--- config.mk ---
export PLATFORM = sky130hd
export DESIGN_NAME = jump_path_encoder
export DESIGN_NICKNAME = d
export VERILOG_FILES = /design/src/rtl/jumps_pkg.sv /design/src/rtl/jump_path_lane_enc.sv /design/src/rtl/jump_path_encoder.sv
export SDC_FILE = /design/constraint.sdc
export NUM_CORES = 1
export LEC_CHECK = 0
export ABC_AREA = 1
export BUFFER_PORTS_ARGS = -buffer_cell sky130_fd_sc_hd__buf_2
export CAP_MARGIN = 20
export CORE_UTILIZATION = 53
export CTS_CLUSTER_DIAMETER = 150
export DETAILED_ROUTE_END_ITERATION = 8
export GPL_ROUTABILITY_DRIVEN = 0
export HOLD_SLACK_MARGIN = 0.08
export PLACE_DENSITY = 0.9
export SETUP_SLACK_MARGIN = 0.15
export SKIP_CTS_REPAIR_TIMING = 1
export SLEW_MARGIN = 25
export SYNTH_ARGS = -nofsm -noshare
export SYNTH_HDL_FRONTEND = slang
export SYNTH_HIERARCHICAL = 1
export SYNTH_SLANG_ARGS = --single-unit
export TNS_END_PERCENT = 30
--- constraint.sdc ---
create_clock -name clk -period 3.3 [get_ports clk]
set_clock_uncertainty 0.2 [all_clocks]
set_input_delay 0.99 -clock clk [delete_from_list [all_inputs] [get_ports clk]]
set_output_delay 0.99 -clock clk [all_outputs]
set_load 0.005 [all_outputs]
--- src/rtl/jumps_pkg.sv ---
// rtl/jumps_pkg.sv - path_t codes, per-code control words and the terminating-lane predicate.
package jumps_pkg;

    typedef enum logic [2:0] {
        PATH_CONTINUE0   = 3'd0,
        PATH_BREAK0      = 3'd1,
        PATH_RETURN0     = 3'd2,
        PATH_CONTINUE1   = 3'd3,
        PATH_BREAK1      = 3'd4,
        PATH_RETURN1     = 3'd5,
        PATH_FALLTHROUGH = 3'd6,
        PATH_INIT        = 3'd7
    } path_t;

    localparam logic [5:0] WORD_CONTINUE0   = 6'b000001;
    localparam logic [5:0] WORD_BREAK0      = 6'b000010;
    localparam logic [5:0] WORD_RETURN0     = 6'b000100;
    localparam logic [5:0] WORD_CONTINUE1   = 6'b001000;
    localparam logic [5:0] WORD_BREAK1      = 6'b010000;
    localparam logic [5:0] WORD_RETURN1     = 6'b100000;
    localparam logic [5:0] WORD_FALLTHROUGH = 6'b000000;
    localparam logic [5:0] WORD_INIT        = 6'b000000;

    function automatic logic is_term(path_t p);
        return (p == PATH_BREAK0) || (p == PATH_RETURN0) ||
               (p == PATH_BREAK1) || (p == PATH_RETURN1);
    endfunction

endpackage

--- src/rtl/jump_path_lane_enc.sv ---
// rtl/jump_path_lane_enc.sv - combinational encoder for a single lane's path code.
module jump_path_lane_enc
    import jumps_pkg::*;
(
    input  path_t      path_i,
    output logic [5:0] word_o,
    output logic       is_term_o,
    output logic       is_init_o
);

    always_comb begin
        word_o = WORD_FALLTHROUGH;
        case (path_i)
            PATH_CONTINUE0:   word_o = WORD_CONTINUE0;
            PATH_BREAK0:      word_o = WORD_BREAK0;
            PATH_RETURN0:     word_o = WORD_RETURN0;
            PATH_CONTINUE1:   word_o = WORD_CONTINUE1;
            PATH_BREAK1:      word_o = WORD_BREAK1;
            PATH_RETURN1:     word_o = WORD_RETURN1;
            PATH_FALLTHROUGH: word_o = WORD_FALLTHROUGH;
            PATH_INIT:        word_o = WORD_INIT;
            default:          word_o = WORD_FALLTHROUGH;
        endcase
    end

    assign is_term_o = is_term(path_i);
    assign is_init_o = (path_i == PATH_INIT);

endmodule

--- src/rtl/jump_path_encoder.sv ---
// rtl/jump_path_encoder.sv - walks a path group one lane per cycle and builds per-lane control words.
// Optional JUMP_PATH_ENCODER_TERM_EN adds out_term / out_term_lane.
module jump_path_encoder
    import jumps_pkg::*;
#(
    parameter  int NLANES = 8,
    localparam int LIDX_W = $clog2(NLANES)
) (
    input  logic                  clk,
    input  logic                  rst_n,
    input  logic                  in_valid,
    output logic                  in_ready,
    input  logic [3*NLANES-1:0]   in_paths,
    output logic                  out_valid,
    input  logic                  out_ready,
    output logic [6*NLANES-1:0]   out_words,
    output logic                  out_err
`ifdef JUMP_PATH_ENCODER_TERM_EN
    ,
    output logic                  out_term,
    output logic [LIDX_W-1:0]     out_term_lane
`endif
);

    localparam logic [1:0] ST_IDLE = 2'd0;
    localparam logic [1:0] ST_WALK = 2'd1;
    localparam logic [1:0] ST_DONE = 2'd2;

    localparam logic [LIDX_W-1:0] LAST_LANE = LIDX_W'(NLANES - 1);

    logic [1:0]           state_q, state_d;
    logic [3*NLANES-1:0]  paths_q, paths_d;
    logic [6*NLANES-1:0]  words_q, words_d;
    logic                 err_q, err_d;
    logic [LIDX_W-1:0]    lane_q, lane_d;
`ifdef JUMP_PATH_ENCODER_TERM_EN
    logic                 term_q, term_d;
    logic [LIDX_W-1:0]    term_lane_q, term_lane_d;
`endif

    path_t       cur_path;
    logic [5:0]  lane_word;
    logic        lane_is_term;
    logic        lane_is_init;

    // Lane 0 sits in the MSBs, so lane i is counted down from the top.
    always_comb begin
        cur_path = PATH_FALLTHROUGH;
        for (int i = 0; i < NLANES; i++) begin
            if (lane_q == LIDX_W'(i)) begin
                cur_path = path_t'(paths_q[3*(NLANES-1-i) +: 3]);
            end
        end
    end

    jump_path_lane_enc u_lane_enc (
        .path_i    (cur_path),
        .word_o    (lane_word),
        .is_term_o (lane_is_term),
        .is_init_o (lane_is_init)
    );

    always_comb begin
        state_d = state_q;
        paths_d = paths_q;
        words_d = words_q;
        err_d   = err_q;
        lane_d  = lane_q;
`ifdef JUMP_PATH_ENCODER_TERM_EN
        term_d      = term_q;
        term_lane_d = term_lane_q;
`endif
        case (state_q)
            ST_IDLE: begin
                if (in_valid) begin
                    paths_d = in_paths;
                    words_d = '0;
                    err_d   = 1'b0;
                    lane_d  = '0;
                    state_d = ST_WALK;
`ifdef JUMP_PATH_ENCODER_TERM_EN
                    term_d      = 1'b0;
                    term_lane_d = '0;
`endif
                end
            end
            ST_WALK: begin
                for (int i = 0; i < NLANES; i++) begin
                    if (lane_q == LIDX_W'(i)) begin
                        words_d[6*(NLANES-1-i) +: 6] = lane_word;
                    end
                end
                if (lane_is_init) begin
                    err_d = 1'b1;
                end
                // Words were cleared at capture, so stopping here leaves dead lanes at zero.
                if (lane_is_term || (lane_q == LAST_LANE)) begin
                    state_d = ST_DONE;
`ifdef JUMP_PATH_ENCODER_TERM_EN
                    term_d      = lane_is_term;
                    term_lane_d = lane_q;
`endif
                end else begin
                    lane_d = lane_q + 1'b1;
                end
            end
            ST_DONE: begin
                if (out_ready) begin
                    state_d = ST_IDLE;
                end
            end
            default: state_d = ST_IDLE;
        endcase
    end

    always_ff @(posedge clk) begin
        if (!rst_n) begin
            state_q <= ST_IDLE;
            paths_q <= '0;
            words_q <= '0;
            err_q   <= 1'b0;
            lane_q  <= '0;
`ifdef JUMP_PATH_ENCODER_TERM_EN
            term_q      <= 1'b0;
            term_lane_q <= '0;
`endif
        end else begin
            state_q <= state_d;
            paths_q <= paths_d;
            words_q <= words_d;
            err_q   <= err_d;
            lane_q  <= lane_d;
`ifdef JUMP_PATH_ENCODER_TERM_EN
            term_q      <= term_d;
            term_lane_q <= term_lane_d;
`endif
        end
    end

    assign in_ready  = (state_q == ST_IDLE);
    assign out_valid = (state_q == ST_DONE);
    assign out_words = words_q;
    assign out_err   = err_q;
`ifdef JUMP_PATH_ENCODER_TERM_EN
    assign out_term      = term_q;
    assign out_term_lane = term_lane_q;
`endif

endmodule
# Word-level counts from Yosys, hierarchy flattened
# Memory sizes are Yosys's and may differ from the RTL's.
# Index checks and enable logic that the tools add are counted.
# totals
rom_bits,48
ff_bits,78
memories,1
elab_cells,88
output_inout_bits,51
in_bits,28
# classes
eq_ne,27
muxes,28
n_reduce_logical,19
n_addsub,1
# memory_table
memory,words,width,rd,rd_ports_with_merged_regs,write_ports,line,text
(no name shown),8,6,1,0,0,jump_path_lane_enc.sv:13,case (path_i)
# op_table
op,n
$pmux 48 s2,1
$mux 48,1
$mux 6,8
$reduce_and 3->1,11
$mux 3,10
$ne 2x2->1 const B,12
$eq 3x3->1 const B,7
$eq 3x2->1 const B,3
$eq 3x1->1 const B,2
$mux 2,3
$pmux 2 s3,1
$pmux 3 s2,1
$logic_or 1x1->1,4
$add 3x1->3 const B,1
$logic_not 3->1,1
$eq 2x1->1 const B,1
$eq 2x2->1 const B,1
$logic_not 2->1,1
$mux 1,2
$ne 2x1->1 const B,1
$pmux 1 s2,1
$reduce_and 2->1,1
$reduce_bool 2->1,1

# Logic depth before layout (Yosys ltp)
# logic_depth
ltp_word,16
mapped_depth,22

# Cells and area by module
# The synthesis kept the hierarchy.
# modules_own_cells
module,area_each_um2,seq_area_each_um2,cells_each,instances
jump_path_encoder,3276.9,1561.5,457,1
jump_path_lane_enc,67.6,0.0,15,1

# Worst setup path before layout
# OpenSTA, ideal clock, no wires.
# synth_timing
path_type,reg2reg
startpoint,reg lane_q[0]
endpoint,"reg words_q[32], in the netlist out_words[32]"
arrival_ns,2.143
path_slack_ns,0.892
required_time_ns,3.035
stages_incl_launch_ff,18
period_less_slack_ns,2.408
cell_sequence,dfxtp_1 ha_1 ha_1 inv_1 or2_2 nand2_1 nand2_1 nand2_1 nand2_1 nand2_1 nand2_1 inv_2 nand3_1 inv_1 inv_1 nor2_1 o21ai_0 nor2_1
# synth_between
elab_chain_len,12
word_cells_on_any_way,21
classes_between,eq/ne: 8; mux: 10; reduce/logical: 2; memory: 1
# synth_lines
item,line,text
from (decl),jump_path_encoder.sv:35,"logic [LIDX_W-1:0] lane_q, lane_d;"
from (signal assigned),jump_path_encoder.sv:132,lane_q <= lane_d;
$logic_not 3->1,jump_path_encoder.sv:50,if (lane_q == LIDX_W'(i)) begin
$mux 3 (7 in a row),jump_path_encoder.sv:50,
$mux 3 *,jump_path_encoder.sv:50,
via cur_path[2],jump_path_encoder.sv:41,path_t cur_path;
$mem_v2 8x6 *,-,
via lane_word[2],jump_path_encoder.sv:42,logic [5:0] lane_word;
$mux 6 *,jump_path_encoder.sv:89,if (lane_q == LIDX_W'(i)) begin
$pmux 48 s2 *,jump_path_encoder.sv:73,case (state_q)
to (signal assigned),jump_path_encoder.sv:130,words_q <= words_d;
to (decl),jump_path_encoder.sv:33,"logic [6*NLANES-1:0] words_q, words_d;"
# Mark *: on every way through the listed nets, which the timed path passes. The rest lies on a longest branch. The select of a mux whose other input is x is not followed.
# A chain may end at the register's enable or synchronous reset.

# Final worst setup path
# layout_timing
startpoint,reg lane_q[0]
endpoint,"reg words_q[0], in the netlist out_words[0]"
# The elaborated chain is that of the path after synthesis.

==> run_results.csv <==
group,metric,value,unit
status,status,"finished clean",
timing,drv_slew,0,
grt,grt_usage,0.2698,
grt,grt-ovfl-total,0,
worst_setup_path,required,3.39,ns
floorplan,rows,28,
worst_setup_path,end_kind,"flip-flop",
worst_setup_path,worstPathArrival,2.95,ns
floorplan,core_area,5991,µm²
route,drc,0,
grt,grt_max_degree,75,
clocking,clkSinkCount,78,
route,firstDrtPassIters,4,
synth,avgSynthCellArea,7.086,µm²
clocking,path_clk_slew,0.09,ns
power,leakage,0.002008,µW
finish,layout.nets,586,
placement,portBuffers,78,
synth,ys_types,23,
timing,rsz0062_at_grt,"no",
worst_setup_path,start_kind,"flip-flop",
floorplan,die_area,6632,µm²
finish,num-fill-cells,478,
timing,setup_slack,0.4433,ns
timing,fmax,350.1,MHz
synth,postSynthCellCount,472,
worst_setup_path,worstRegToRegCells,18,
timing,period_share,0.8657,
finish,final_cell_mix,"nor2_1 (166), buf_2 (78), dfxtp_1 (78)",
floorplan,pin_count,79,
finish,drive_above_1_share,0.2392,
route,antenna_left,0,
clocking,ctsLongestPathBuffers,2,
finish,final_common_cell,"nor2_1",
grt,grt_pass1_wl,13420,µm
worst_setup_path,reg2reg_from,"lane_q[0]",
worst_setup_path,r2r_setup_slack,0.44,ns
timing,tightest_slew,0.6909,ns
timing,setup_viol,0,
finish,syn2layout_area_growth,20.84,%
worst_setup_path,critPathLaunch,"lane_q[0]",
clocking,htreeDepth,3,
clocking,clock_latency,0.36,ns
placement,dp_slack,0.4103,ns
worst_setup_path,max_stage_delay,0.41,ns
timing,hold_ws,0.2780,ns
grt,antenna_found_initial,0,
clocking,cts_root_buf,"clkbuf_8",
worst_setup_path,cpMostUsedCell,"nand2_1",
finish,diodes,0,
floorplan,die_w,81.44,µm
synth,netlist_area,3344,µm²
synth,ys_seq_area_frac,0.4669,
worst_setup_path,worst-path-max-fanout,6,
clocking,cts_buffers,9,
timing,hold_violations,0,
route,avgViaCountPerCell,5.057,
timing,fin_crit,2.857,ns
synth,yosys_warnings,6,
grt,grt_pass1_vias,2984,
worst_setup_path,critPathKind,"reg -> reg",
route,vias,3191,
clocking,cts_tree,"yes",
worst_setup_path,path_cells,"ha_1, inv_2, nor2_1, inv_1, o21ai_1, nand2_1, nand2_1, nand2_1, nand2_1, nand2_1, nand2_1, nand2_1, nor3_1, inv_1, nor2_1, buf_4, o21ai_0, nor2_1",
route,wl_per_cell,12.92,µm
worst_setup_path,r2r_end,"out_words[0]",
timing,relSlewSlack,0.5387,
hold_path,hold_path_class,"reg -> reg",
floorplan,start_util,0.5583,
timing,setup_tns,0,ns
flow_run,cap_viol_max_count,0,
synth,synth_nets,506,
floorplan,dieHeight,81.44,µm
worst_setup_path,crit_end,"out_words[0]",
route,routed_wl,8153,µm
power,irDropWorstVdd,408.9,µV
power,powerDensity,849.5,nW/µm²
worst_setup_path,crit_slowest_cell,"dfxtp_1",
route,initialDrtViolationCount,257,
placement,dp_hpwl,5633,µm
synth,ys_ff_latch,78,
[metal layers]
metal | wire, µm | track usage | share of wire
met1 | 3390 | 0.3194 | 0.42
met5 | 0 | 0 | 0
met2 | 3939 | 0.4433 | 0.48
met4 | 259 | 0.1696 | 0.032
met3 | 563 | 0.05778 | 0.069
[flip-flops by register name, summed over array words and instances, names as in the netlist]
signal / cells
lane_q: 3
paths_q: 24
out_words: 48
state_q: 2
out_err: 1
[power by group]
| part | internal [µW] | total (µW) | switching (µW) |
|---|---|---|---|
| logic | 440 | 1260 | 816 |
| registers | 1170 | 1300 | 133 |
| clock network | 521 | 872 | 351 |
| total | 2130 | 3430 | 1300 |
[how the worst min path moves through the flow]
stage	startpoint	endpoint	depth (start not counted)
3_5_place_dp	paths_q[21]	paths_q[21]	2
2_1_floorplan	paths_q[20]	paths_q[20]	2
6_report	paths_q[21]	paths_q[21]	2
3_3_place_gp	paths_q[21]	paths_q[21]	2
5_1_grt	out_words[22]	out_words[22]	2
4_1_cts	paths_q[21]	paths_q[21]	2
[synth_stat cells (all sizes together)]
master | count | area, µm²
buf | 6 | 48.79
dfxtp | 78 | 1562
nor3 | 4 | 30.03
or2 | 1 | 6.260
nand2 | 59 | 234.0
inv | 44 | 167.7
clkbuf | 9 | 33.78
a21oi | 14 | 133.9
ha | 6 | 75.07
nand3 | 3 | 15.01
o21ai | 77 | 389.1
nor2 | 171 | 649.4
[per-stage QoR]
step                      cells  total power (µW)  instance area, µm²  utilization
after floorplan             472              2171                3344            -
after global placement      616              2492                3791       0.6328
after detailed placement    616              2554                3791       0.6328
after CTS                   631              3427                4036       0.6738
after global routing        631              3684                4041       0.6746
final                       631              3433                4041       0.6746
[worst max-delay path: cells and delay by family (launching register included)]
kind	cells	cell delay, ns
and+or+nand+nor	11	1.30
AOI/OAI and AO/OA	2	0.21
DFF	1	0.41
buffers and inverters	4	0.39
adders and majority gates	1	0.28
[final cells by class]
type                       instances  area [µm²]  share of cell area
clock buffer                      10       137.6             0.03406
multi-input combinational        335        1538              0.3805
inverter                          44       167.7             0.04149
clock inverter                     5       107.6             0.02663
tap                               75       93.84             0.02322
timing repair buffer              84       435.4              0.1077
sequential                        78        1562              0.3864
[logic make-up after synthesis]
family	after synthesis	share of synthesized area
AO/OA/AOI/OAI	91	0.1564
adder cells (fa/ha/maj)	6	0.02245
buffers and inverters	59	0.07482
flip-flops	78	0.4669
AND/OR/NAND/NOR	238	0.2795
(Power assumes the default switching activity.)
